`config.mk`:
```
export PLATFORM = sky130hd
export DESIGN_NAME = iter_divider_32
export DESIGN_NICKNAME = d
export VERILOG_FILES = /design/src/rtl/iter_divider_32.sv
export SDC_FILE = /design/constraint.sdc
export NUM_CORES = 1
export LEC_CHECK = 0
export ABC_AREA = 1
export BUFFER_PORTS_ARGS = -buffer_cell sky130_fd_sc_hd__buf_2
export CAP_MARGIN = 10
export CORE_MARGIN = 2
export CORE_UTILIZATION = 35
export DETAILED_ROUTE_END_ITERATION = 16
export PLACE_DENSITY_LB_ADDON = 0.05
export SLEW_MARGIN = 20
export SYNTH_ARGS = -nofsm -noshare
export SYNTH_HDL_FRONTEND = slang
export SYNTH_SLANG_ARGS = --single-unit
```
`constraint.sdc`:
```
create_clock -name clk -period 2.1 [get_ports clk]
set_clock_uncertainty 0.1 [all_clocks]
set_input_delay 0.21 -clock clk [delete_from_list [all_inputs] [get_ports clk]]
set_output_delay 0.21 -clock clk [all_outputs]
set_load 0.05 [all_outputs]
```
`src/rtl/iter_divider_32.sv`:
```
// ============================================================================
// Module   : iter_divider_32
// Brief    : Restoring RV32M divider (DIV/DIVU/REM/REMU) on a shared add/sub unit
// Revision : 1.0
// ============================================================================
`default_nettype none

module iter_divider_32 #(
    parameter int WIDTH = 32,
    parameter int CNT_W = 6
) (
    input  logic             clk,
    input  logic             rst_n,
    input  logic             start,
    input  logic             kill,
    input  logic [1:0]       op,
    input  logic [WIDTH-1:0] dividend,
    input  logic [WIDTH-1:0] divisor,
    output logic             busy,
    output logic             done,
    output logic [WIDTH-1:0] result,
    output logic [WIDTH-1:0] add_x,
    output logic [WIDTH-1:0] add_y,
    output logic             add_sub,
    input  logic [WIDTH-1:0] add_sum,
    input  logic             add_cout
);

    typedef enum logic [1:0] {
        S_IDLE = 2'd0,
        S_CALC = 2'd1,
        S_FIX  = 2'd2,
        S_DONE = 2'd3
    } state_t;

    localparam logic [WIDTH-1:0] C_MIN_NEG = {1'b1, {(WIDTH-1){1'b0}}};
    localparam logic [CNT_W-1:0] C_LAST    = CNT_W'(WIDTH-1);

    state_t           state_q;
    logic             rem_sel_q;
    logic             sign_quo_q;
    logic             sign_rem_q;
    logic [WIDTH-1:0] dvsr_q;
    logic [WIDTH-1:0] rem_q;
    logic [WIDTH-1:0] quo_q;
    logic [CNT_W-1:0] cnt_q;
    logic             busy_q;
    logic             done_q;
    logic [WIDTH-1:0] result_q;

    logic             is_signed;
    logic             dvd_neg;
    logic             dvs_neg;
    logic [WIDTH-1:0] abs_dvd;
    logic [WIDTH-1:0] abs_dvs;
    logic             div_zero;
    logic             ovf;
    logic [WIDTH-1:0] special_res;
    logic [WIDTH-1:0] shift_rem;
    logic             take;
    logic [WIDTH-1:0] rem_d;
    logic [WIDTH-1:0] quo_d;
    logic [WIDTH-1:0] quo_fix;
    logic [WIDTH-1:0] rem_fix;
    logic [WIDTH-1:0] fix_res;
    logic             in_calc;

    // op[0]=1 selects the unsigned variants; op[1]=1 selects remainder.
    assign is_signed = ~op[0];
    assign dvd_neg   = is_signed & dividend[WIDTH-1];
    assign dvs_neg   = is_signed & divisor[WIDTH-1];
    assign abs_dvd   = dvd_neg ? (~dividend + WIDTH'(1)) : dividend;
    assign abs_dvs   = dvs_neg ? (~divisor + WIDTH'(1)) : divisor;
    assign div_zero  = (divisor == '0);
    assign ovf       = is_signed && (dividend == C_MIN_NEG) && (divisor == '1);

    always_comb begin
        special_res = '0;
        if (div_zero)
            special_res = op[1] ? dividend : '1;
        else
            special_res = op[1] ? '0 : C_MIN_NEG;
    end

    // The partial remainder can reach 33 bits; rem_q[MSB] is that hidden bit,
    // and when set the trial subtraction always succeeds.
    assign shift_rem = {rem_q[WIDTH-2:0], quo_q[WIDTH-1]};
    assign take      = rem_q[WIDTH-1] | add_cout;
    assign rem_d     = take ? add_sum : shift_rem;
    assign quo_d     = {quo_q[WIDTH-2:0], take};

    assign quo_fix = sign_quo_q ? (~quo_q + WIDTH'(1)) : quo_q;
    assign rem_fix = sign_rem_q ? (~rem_q + WIDTH'(1)) : rem_q;
    assign fix_res = rem_sel_q ? rem_fix : quo_fix;

    assign in_calc = (state_q == S_CALC);
    assign add_x   = in_calc ? shift_rem : '0;
    assign add_y   = in_calc ? dvsr_q : '0;
    assign add_sub = in_calc;

    assign busy   = busy_q;
    assign done   = done_q;
    assign result = result_q;

    always_ff @(posedge clk) begin
        if (!rst_n) begin
            state_q    <= S_IDLE;
            rem_sel_q  <= 1'b0;
            sign_quo_q <= 1'b0;
            sign_rem_q <= 1'b0;
            dvsr_q     <= '0;
            rem_q      <= '0;
            quo_q      <= '0;
            cnt_q      <= '0;
            busy_q     <= 1'b0;
            done_q     <= 1'b0;
            result_q   <= '0;
        end else begin
            case (state_q)
                S_IDLE: begin
                    done_q <= 1'b0;
                    busy_q <= 1'b0;
                    if (start && !kill) begin
                        rem_sel_q  <= op[1];
                        sign_quo_q <= dvd_neg ^ dvs_neg;
                        sign_rem_q <= dvd_neg;
                        dvsr_q     <= abs_dvs;
                        if (div_zero || ovf) begin
                            result_q <= special_res;
                            done_q   <= 1'b1;
                            state_q  <= S_DONE;
                        end else begin
                            rem_q   <= '0;
                            quo_q   <= abs_dvd;
                            cnt_q   <= '0;
                            busy_q  <= 1'b1;
                            state_q <= S_CALC;
                        end
                    end
                end
                S_CALC: begin
                    if (kill) begin
                        busy_q  <= 1'b0;
                        state_q <= S_IDLE;
                    end else begin
                        rem_q <= rem_d;
                        quo_q <= quo_d;
                        cnt_q <= cnt_q + CNT_W'(1);
                        if (cnt_q == C_LAST)
                            state_q <= S_FIX;
                    end
                end
                S_FIX: begin
                    if (kill) begin
                        busy_q  <= 1'b0;
                        state_q <= S_IDLE;
                    end else begin
                        result_q <= fix_res;
                        done_q   <= 1'b1;
                        state_q  <= S_DONE;
                    end
                end
                default: begin
                    done_q  <= 1'b0;
                    busy_q  <= 1'b0;
                    state_q <= S_IDLE;
                end
            endcase
        end
    end

endmodule

`default_nettype wire

```
### Yosys cells after proc, flatten, opt, wreduce, memory -nomap -nowiden

Cells that the tools add are included.

| operators by class | value |
|---|---|
| add/subtract/negate cells | 5 |
| eq/ne operators | 12 |
| muxes and demuxes | 41 |
| bitwise logic cells | 10 |
| reductions and logical operators | 15 |

Operator list:

| operator | count |
|---|---|
| $mux 32 | 20 |
| $pmux 32 s2 | 3 |
| $add 32x1->32 const B | 4 |
| $not 32->32 | 4 |
| $eq 32x32->1 const B | 2 |
| $logic_not 32->1 | 1 |
| $mux 6 | 3 |
| $pmux 6 s2 | 1 |
| $mux 2 | 5 |
| $ne 2x2->1 const B | 5 |
| $reduce_and 4->1 | 2 |
| $add 6x1->6 const B | 1 |
| $eq 6x5->1 const B | 1 |
| $mux 1 | 6 |
| $pmux 2 s3 | 1 |
| $reduce_and 2->1 | 3 |
| $reduce_bool 2->1 | 2 |
| $logic_and 1x1->1 | 3 |
| $ne 3x2->1 const B | 1 |
| $pmux 1 s3 | 1 |
| $and 1x1->1 | 2 |
| $eq 2x1->1 const B | 1 |
| $eq 2x2->1 const B | 1 |
| $logic_not 2->1 | 1 |
| 8 further kinds | 9 |

| storage, ports and cells | value |
|---|---|
| register bits | 141 |
| input port bits | 103 |
| logic and storage cells | 94 |

### Longest topological paths before layout

Gate-level depths: netlist (run 1).

| logic depth | value |
|---|---|
| word-level depth | 7 |
| mapped depth | 14 |

### Worst setup path after synthesis (run 1)

Ideal clock, no wire load.

| timing path | value |
|---|---|
| kind | register to output |
| from | register state_q[1] |
| to | output port add_y[11] |
| data arrival time | 2.336 ns |
| required time | 1.790 ns |
| path slack | -0.546 ns |
| stages on the path, launching flop included | 9 |
| buffers on the path | 4 |
| cells stage by stage | dfxtp_1 -> inv_1 -> ha_1 -> buf_2 -> clkbuf_1 -> buf_1 -> buf_1 -> nand2_1 -> inv_1 |

| on the way | value |
|---|---|
| cells in the longest elaborated chain, start to end | 2 |

RTL lines:

| element | line | source |
|---|---|---|
| start, declared | 39 | `state_t state_q;` |
| start signal, assigned | 107 | `state_q <= S_IDLE;` |
| start signal, assigned | 131 | `state_q <= S_DONE;` |
| start signal, assigned | 137 | `state_q <= S_CALC;` |
| $eq 2x1->1 | 96 | `assign in_calc = (state_q == S_CALC);` |
| net add_sub | 24 | `output logic add_sub,` |
| $mux 32 | 98 | `assign add_y = in_calc ? dvsr_q : '0;` |
| end, declared | 23 | `output logic [WIDTH-1:0] add_y,` |

The timed path passes the listed nets, and every way through them passes these cells.

### Worst setup path after layout (run 1)

| timing path | value |
|---|---|
| from | register state_q[0] |
| to | output port add_x[4] |

| on the way | value |
|---|---|
| cells in the longest elaborated chain, start to end | 2 |

RTL lines:

| element | line | source |
|---|---|---|
| $eq 2x1->1 | 96 |  |
| $mux 32 | 97 | `assign add_x = in_calc ? shift_rem : '0;` |
| end, declared | 22 | `output logic [WIDTH-1:0] add_x,` |

Every way passes these cells.

==> flow_summary.ini, run 1 <==
[critical_path]
critPathLaunchType = flop
crit_required_ns = 1.79
worstSetupEndpoint = add_x[4]
critPathBufInv = 5
slowest_delay_ns = 0.35
worst_r2r_endpoint = cnt_q[1]
path_cells = buf_6 > ha_4 > buf_12 > buf_12 > nand2_1 > inv_1 > buf_6
cp_slowest_cell = dfxtp_2
crit_fanout = 17
worstSetupStartpoint = state_q[0]
critPathCaptureType = output port
path_class = flop to output port
path_delay_family = buffers and inverters
r2r_setup_slack_ns = 0.03
path_depth = 7
rr_worst_depth = 11
timing.rr.start = state_q[0]
arrival_ns = 1.80

[sta]
setup_viol = 1
maxSlewHeadroom = 0.5999
rsz0062_at_grt = true
fmax_mhz = 472.9
fin_tns_setup_ns = -0.01460
max_slew.worst_pin.slew_ns = 0.5939
setup_ws_ns = -0.01460
hold_viol_final = 0
finalMaxSlewViolations = 0
period_share = 1.007
fin_crit_ns = 2.115
whs_ns = 0.02350

[die]
die-area_um2 = 33330
core_um2 = 31470
rows = 65
die_x_um = 182.6
die_height_um = 182.6
io_pins = 202
start_util = 0.3546

[cts]
htreeDepth = 4
cts.clk_slew.worst_paths_ns = 0.07
clk_latency_ns = 0.45
cts_tree = done
clockBufferDepth = 2
root_buffer = clkbuf_16
cts_made_buffers = 17
clock_sinks = 141

[drt]
routed_via_density = 5.099
drt-pass1-iter-count = 6
drc = 0
num_vias = 13916
first_iter_violations = 1034
wl_per_cell_um = 18.67
antenna_left = 0
routed_wl_um = 50960

[synth]
yosysWarnings = 0
ys_ff_latch = 141
yosysSeqAreaShare = 0.2529
synth_xor_area_frac = 0.02982
synth_common_cells = 518 x nand2_1, 272 x nor2_1, 239 x inv_1, 163 x nand3_1, 162 x o21ai_0
synth_top_family_by_area = simple AND/OR/NAND/NOR gates
yosys_most_used_dff = dfxtp_1
synth_nets = 2046
synth-async-reset-ratio = 0
synth-simple-area-share = 0.3930
synth_top_area_share = 0.2529
yosysTopAreaCell = dfxtp_1
post-synth-top-count-cell = nand2_1
synthMuxAreaShare = 0
synth_compound_area_frac = 0.1898
synthCells = 1933
syn_area_um2 = 11160
yosys.area_share.adder = 0.01121
synth_area_leaders = dfxtp_1 25%, nand2_1 17%, nor2_1 9.1%, inv_1 8.0%, nand3_1 7.3%
synth_area_per_cell_um2 = 5.773
yosysUniqueCellTypes = 48
synth_enable_flop_cells = 0

[global_route]
use_met3 = 0.05448
grt_busiest_layer = met2
grt_pass1_wl_um = 73560
grt_pass1_vias = 12923
met2_usage = 0.4722
grt_usage = 0.2887
grt_overflow_total = 0
grt_max_degree = 65
antenna_found_initial = 3
grt_use_met1 = 0.3880

[placement]
dp_hpwl_um = 38410
portBuffers = 201
post-place-ws_ns = -0.2460
dpl_cell_area_um2 = 14250
gp_congestion = 0.9737

[worst_hold_path]
min_path_cells = 3
hold_path.class = input port to flop

[pwr]
p_per_area_nw_per_um2 = 900.8
vdd_ir_drop_max_uv = 660.2
p_leak_nw = 7.648
fin_total_pwr_w = 0.01417

[job]
drv_cap = 0

[status]
violations = negative setup slack
outcome = finished, violations left

[layout]
drive_above_1_share = 0.2713
nFillCells = 3418
area_growth_pct = 40.98
final_area_um2 = 15730
final_nets = 2426
[logic make-up after synthesis]
| kind of cell | Yosys count |
|---|---|
| AO/OA/AOI/OAI | 367 |
| XOR/XNOR | 38 |
| adder cells (fa/ha/maj) | 10 |
| buffers and inverters | 340 |
| flip-flops | 141 |
| AND/OR/NAND/NOR | 1037 |
[layer usage]
metal	wire, um	vias up
li1	-	6981
met1	23230	6432
met2	22880	444
met3	3419	59
met4	1433	0
met5	0	-
[state kept, by name, indices dropped and copies added (netlist names)]
name / count
dvsr_q: 32
quo_q: 32
rem_q: 32
result: 32
cnt_q: 6
state_q: 2
busy: 1
done: 1
rem_sel_q: 1
sign_quo_q: 1
sign_rem_q: 1
[worst register-to-register path: stages (launching register included)]
cell and delay (ns):
dfxtp_2 0.33, buf_6 0.12, ha_4 0.20, inv_1 0.09, nor2_2 0.05, o21ai_2 0.22, clkinvlp_4 0.26, buf_12 0.20
nand2_8 0.12, buf_6 0.14, nand2_1 0.05, a21oi_1 0.13
[layout make-up]
class	instances	area, um^2	share of cell area
clock inverters	15	130.1	0.008271
multi-input cells	1454	7191	0.4571
well taps	402	503.0	0.03197
diodes	1	2.502	0.0001591
repair buffers	454	3615	0.2298
clock buffers	17	425.4	0.02704
inverters	245	1039	0.06601
flip-flops and latches	141	2828	0.1797
[placed cells by master, fill, tap and decap left out, types with 5 or more instances in the layout]
master      count
inv_1         202
nand2_2         9
nor3_1         18
o21ai_0       159
or2_2           7
buf_2         148
buf_12         21
a21oi_2        33
ha_1            5
buf_6          43
buf_4         225
inv_2          10
xnor2_1         7
nand3_1       158
o221ai_1        7
clkinvlp_4     35
nor2_2         24
clkbuf_16      24
dfxtp_1       137
nor2_4          5
a21oi_1        95
a22oi_1        32
inv_6           5
nand2_1       510
nor2_1        255
nand3b_1        9
o21ai_1        12
xor2_1         31
nand4_1        20
o211ai_1        9
nand3_2         7
[power by group]
part           internal [W]  leakage [nW]  switching (W)
logic               0.00289          6.23        0.00464
registers           0.00314          1.16       0.000483
clock network       0.00155         0.263        0.00146
total               0.00759          7.65        0.00658
[through the flow]
stage                 util  instances
floorplan                -       1933
global placement    0.4527       2670
detailed placement  0.4527       2670
CTS                 0.4761       2707
global route        0.4998       2728
finish              0.4999       2729
[timing repair]
action	in CTS	in global routing
gates resized for setup	44	159
gates cloned	0	10
buffers inserted	0	11
pin swaps	1	6
endpoints found under the setup margin	104	103
hold endpoints to repair	5	0
hold buffers	5	0
[how the worst min path moves through the flow]
stage	from	end
6_report	divisor[23]	dvsr_q[23]
3_3_place_gp	result[17]	result[17]
4_1_cts	divisor[23]	dvsr_q[23]
3_5_place_dp	result[6]	result[6]
5_1_grt	divisor[23]	dvsr_q[23]
2_1_floorplan	divisor[31]	dvsr_q[31]
Power figures use the tool's default switching activity.
==> run 2: changes to the inputs <==
GPL_TIMING_DRIVEN = 0   (was not set)
REMOVE_ABC_BUFFERS = 1   (was not set)
==> run 2 against run 1 <==
Effect of this change: wire length decreased by 6.2%; die area unchanged; combinational power decreased by 1%; the flow still finishes with violations (negative setup slack); largest cell class unchanged; highest routed layer is now met5; critical path type is now flop to flop.
==> flow_summary.ini, run 2 (same netlist as run 1, synthesis figures left out) <==
[sta]
max_slew.worst_pin.slew_ns = 0.9712
hold_viol_final = 0
whs_ns = 0.01290
maxSlewHeadroom = 0.3526
setup_viol = 13
fin_crit_ns = 2.144
rsz0062_at_grt = true
finalMaxSlewViolations = 0
setup_ws_ns = -0.04434
fin_tns_setup_ns = -0.2866
period_share = 1.021
fmax_mhz = 466.3

[pwr]
clkPwrFrac = 0.231
pwr-share-seq = 0.256
fin_total_pwr_w = 0.01454
p_per_area_nw_per_um2 = 974.2
vdd_ir_drop_max_uv = 449.6
pwr-share-comb = 0.512
switching_share = 0.4606
p_leak_nw = 7.252
intPower_w = 0.007843
p_sw_w = 0.006696

[placement]
dp_hpwl_um = 30320
dpl_cell_area_um2 = 12410
portBuffers = 201
post-place-ws_ns = -1.639
gp_congestion = 0.8853

[critical_path]
cp_slowest_cell = dfxtp_4
critPathLaunchType = flop
path_cells = inv_4 > ha_4 > buf_12 > buf_12 > inv_16 > nor2_4 > o21ai_4 > buf_6 > a21oi_4 > clkbuf_16 > clkbuf_16 > nand2_2 > nand2_1 > a21oi_1
crit_fanout = 8
slowest_delay_ns = 0.35
arrival_ns = 2.37
crit_required_ns = 2.32
path_class = flop to flop
critPathCaptureType = flop
r2r_setup_slack_ns = -0.04
critPathBufInv = 7
path_delay_family = buffers and inverters

[layout]
final_common_cell = nand2_1
multi_input_area_um2 = 7632
final_nets = 2263
area_growth_pct = 33.74
layout_common_cells = 482 x nand2_1, 239 x nor2_1, 225 x inv_1, 156 x nand3_1, 151 x o21ai_0
drive_above_1_share = 0.2307
final_area_um2 = 14920
seq_area_um2 = 2843
nFillCells = 3366

[drt]
drc = 0
num_vias = 13332
antenna_left = 0
routed_via_density = 5.188
drt-pass1-iter-count = 7
routed_wl_um = 47820
first_iter_violations = 925
wl_per_cell_um = 18.61

[job]
drv_cap = 0

[global_route]
antenna_found_initial = 7
grt_usage = 0.2715
grt_pass1_wl_um = 69860
grt_overflow_total = 0
grt_pass1_vias = 11953
grt_max_degree = 60

[die]
start_util = 0.3546
die_x_um = 182.6
core_um2 = 31470
die-area_um2 = 33330
rows = 65
io_pins = 202
die_height_um = 182.6

[cts]
htreeDepth = 4
cts.clk_slew.worst_paths_ns = 0.07
cts_tree = done
clock_sinks = 141
root_buffer = clkbuf_16
clk_latency_ns = 0.44
clockBufferDepth = 2
cts_made_buffers = 17

[status]
violations = negative setup slack
outcome = finished, violations left

[worst_hold_path]
hold_path.class = input port to flop
[run 2: worst min-delay path, delay by kind of cell]
kind / cells / cell delay (ns)
buf+inv: 1 / 0.12
compound gates: 1 / 0.11
xor+xnor: 1 / 0.07
[run 2: per-stage QoR]
step / std cells / utilization
2_1_floorplan: 1838 / -
3_3_place_gp: 2441 / 0.3880
3_5_place_dp: 2447 / 0.3943
4_1_cts: 2532 / 0.4444
5_1_grt: 2567 / 0.4739
6_report: 2570 / 0.4742
[run 2: final cells by class]
class                      count  area share
multi-input combinational   1465      0.5114
sequential                   141      0.1905
timing repair buffer         277      0.1543
inverter                     245     0.06631
tap                          402     0.03370
clock buffer                  17     0.02850
clock inverter                15     0.01299
timing repair inverter         3    0.001425
antenna                        5   0.0008384
[run 2: worst paths after layout]
| kind | cells past startpoint | start | endpoint |
|---|---|---|---|
| worst min register to register | 2 | result[29] | result[29] |
| worst max-delay path | 14 | state_q[1] | quo_q[7] |
| worst min-delay path | 3 | divisor[17] | dvsr_q[17] |
| worst max register to register | 14 | state_q[1] | quo_q[7] |
[run 2: power groups by stage]
stage | Sequential, W | Clock [W] | Combinational, W
floorplan | 0.00368 | 0 | 0.00367
global placement | 0.00372 | 0 | 0.00527
detailed placement | 0.00372 | 0 | 0.00539
CTS | 0.00367 | 0.00341 | 0.00652
global route | 0.00380 | 0.00352 | 0.00811
finish | 0.00373 | 0.00337 | 0.00745
[run 2: timing repair]
action | in CTS | in global routing
pin swaps | 8 | 28
hold endpoints to repair | 2 | 0
gates cloned | 16 | 10
hold buffers | 2 | 0
gates resized for setup | 108 | 167
setup endpoints to repair | 206 | 164
setup buffers | 35 | 27
[run 2: metal layers]
metal	part of all wire	track usage	vias to the layer above
met5	0.00040	0	-
met2	0.48	0.4754	427
met4	0.031	0.07065	4
met3	0.060	0.04291	80
met1	0.43	0.3461	6134
li1	-	-	6687
==> run 3: changes to the inputs <==
PLACE_DENSITY_LB_ADDON = not set   (was 0.05)
==> run 3 against run 2 <==
Effect of this change: the flow still finishes with violations (negative setup slack); register-to-register slack improved by 0.04 ns; wire length decreased by 6.3%; worst hold slack got worse by 0.0040 ns; combinational power fell by 6.3%; first-iteration DRC count increased by 1.3%; worst setup slack improved by 0.044 ns; highest routed layer unchanged.
==> flow_summary.ini, run 3 (same netlist as run 1, synthesis figures left out) <==
[placement]
dp_hpwl_um = 29050
dpl_cell_area_um2 = 12390
gp_congestion = 0.9122
place_inst = 2447
portBuffers = 201

[sta]
finalMaxSlewViolations = 0
fin_crit_ns = 2.100
setup_ws_ns = -0.0003568
maxSlewHeadroom = 0.3900
fmax_mhz = 476.1
period_share = 1.000
setup_viol = 2
hold_viol_final = 0
fin_tns_setup_ns = -0.0003861
rsz0062_at_grt = true
max_slew.worst_pin.slew_ns = 0.9150

[cts]
cts_tree = done
clock_sinks = 141
cts_made_buffers = 17
cts.clk_slew.worst_paths_ns = 0.07
clockBufferDepth = 2
root_buffer = clkbuf_16
clk_latency_ns = 0.44
htreeDepth = 4

[critical_path]
timing.rr.start = state_q[1]
crit_fanout = 21
cp_slowest_cell = dfxtp_4
r2r_setup_slack_ns = -0.0004
worst_path_most_repeated_cell = buf_12
crit_required_ns = 2.32
path_cells = inv_4 > ha_4 > buf_12 > buf_12 > clkinv_16 > nor2_4 > o21ai_4 > buf_12 > clkinv_16 > buf_12 > nand2_8 > a21oi_2
path_class = flop to flop
worst_r2r_endpoint = rem_q[0]
critPathLaunchType = flop
arrival_ns = 2.32
critPathCaptureType = flop
rr_worst_depth = 12
slowest_delay_ns = 0.36

[layout]
final_nets = 2254
drive_above_1_share = 0.2099
layout_common_cells = 504 x nand2_1, 245 x nor2_1, 223 x inv_1, 158 x nand3_1, 153 x o21ai_0
final_cells = 2563
final_common_cell = nand2_1
final_area_um2 = 14590
final_util = 0.4636
nFillCells = 3305
area_growth_pct = 30.77

[drt]
routed_wl_um = 44820
drc = 0
num_vias = 13354
antenna_left = 0
first_iter_violations = 937
routed_via_density = 5.210
drt-pass1-iter-count = 6
wl_per_cell_um = 17.49

[global_route]
grt_max_degree = 51
grt_overflow_total = 0
grt_pass1_wl_um = 66570
grt_pass1_vias = 12286
grt_usage = 0.2545
antenna_found_initial = 12

[status]
violations = negative setup slack
outcome = finished, violations left

[die]
die_x_um = 182.6
core_um2 = 31470
rows = 65
die_height_um = 182.6
io_pins = 202
die-area_um2 = 33330
start_util = 0.3546

[pwr]
p_per_area_nw_per_um2 = 935.4
vdd_ir_drop_max_uv = 595.1
p_leak_nw = 7.099

[worst_hold_path]
hold_path.class = input port to flop
min_path_cells = 3
min-delay-start = divisor[22]
holdPathEnd = dvsr_q[22]

[job]
drv_cap = 0
run 3: cell types whose count changed in the layout (fill, tap and decap cells not counted), sizes merged:
cell,previous run,this run
clkbuf,50,23
buf,241,260
bufinv,5,1
clkinvlp,7,11
clkinv,7,4
diode,5,8
dlygate4sd3,2,5
nand2,530,527
bufbuf,1,2
inv,244,245
nand3,170,169
run 3: where the power goes:
part | leakage (nW) | total, W | internal, W | switching [W]
Sequential | 1.16 | 0.00370 | 0.00314 | 0.000557
Clock | 0.244 | 0.00297 | 0.00163 | 0.00134
Combinational | 5.70 | 0.00698 | 0.00248 | 0.00450
Total | 7.10 | 0.0136 | 0.00725 | 0.00640
run 3: per-layer routing:
| metal | wire length, um | track usage | part of all wire | up-vias |
|---|---|---|---|---|
| met3 | 3231 | 0.05089 | 0.072 | 108 |
| met5 | 49 | 0 | 0.0011 | - |
| li1 | - | - | - | 6678 |
| met4 | 1911 | 0.1077 | 0.043 | 8 |
| met1 | 18590 | 0.3115 | 0.41 | 6024 |
| met2 | 21040 | 0.4341 | 0.47 | 536 |
run 3: timing repair:
| item | in CTS | in global routing |
|---|---|---|
| endpoints found under the setup margin | 195 | 164 |
| cloned | 12 | 4 |
| hold buffers | 4 | 1 |
| hold endpoints to repair | 5 | 1 |
| pin swaps | 9 | 30 |
| buffers inserted | 24 | 34 |
| gates resized for setup | 109 | 159 |
run 3: worst max path at each step:
stage	start	endpoint	slack [ns]
global placement	state_q[1]	quo_q[29]	-6.53
floorplan	state_q[1]	cnt_q[1]	-3.54
global route	quo_q[3]	result[31]	-0.07
CTS	state_q[1]	quo_q[2]	-0.02
detailed placement	divisor[0]	result[14]	-1.43
finish	state_q[1]	rem_q[0]	-0.0004
run 3: critical path: cells and delay by family, from the launching register on:
kind	cells	cell delay, ns
fa+ha+maj	1	0.17
buf+inv	7	0.75
flops	1	0.36
simple gates	2	0.24
compound gates	2	0.30
run 3: through the flow:
stage | hold slack (ns) | setup WS (ns) | power, W
floorplan | 0.2304 | -3.544 | 0.007347
global placement | 0.3530 | -6.535 | 0.008882
detailed placement | 0.3546 | -1.426 | 0.009002
CTS | -0.03098 | -0.02092 | 0.01292
global route | 0.01492 | -0.06987 | 0.01451
finish | 0.008934 | -0.0003568 | 0.01365
run 3: area by class of cell:
class | instances | area, um^2 | area share
clock buffer | 19 | 432.9 | 0.02967
antenna | 8 | 20.02 | 0.001372
inverter | 245 | 994.7 | 0.06816
multi-input combinational | 1461 | 7458 | 0.5111
clock inverter | 12 | 117.6 | 0.008060
tap | 402 | 503.0 | 0.03447
sequential | 141 | 2841 | 0.1947
timing repair inverter | 4 | 35.03 | 0.002401
timing repair buffer | 271 | 2190 | 0.1500
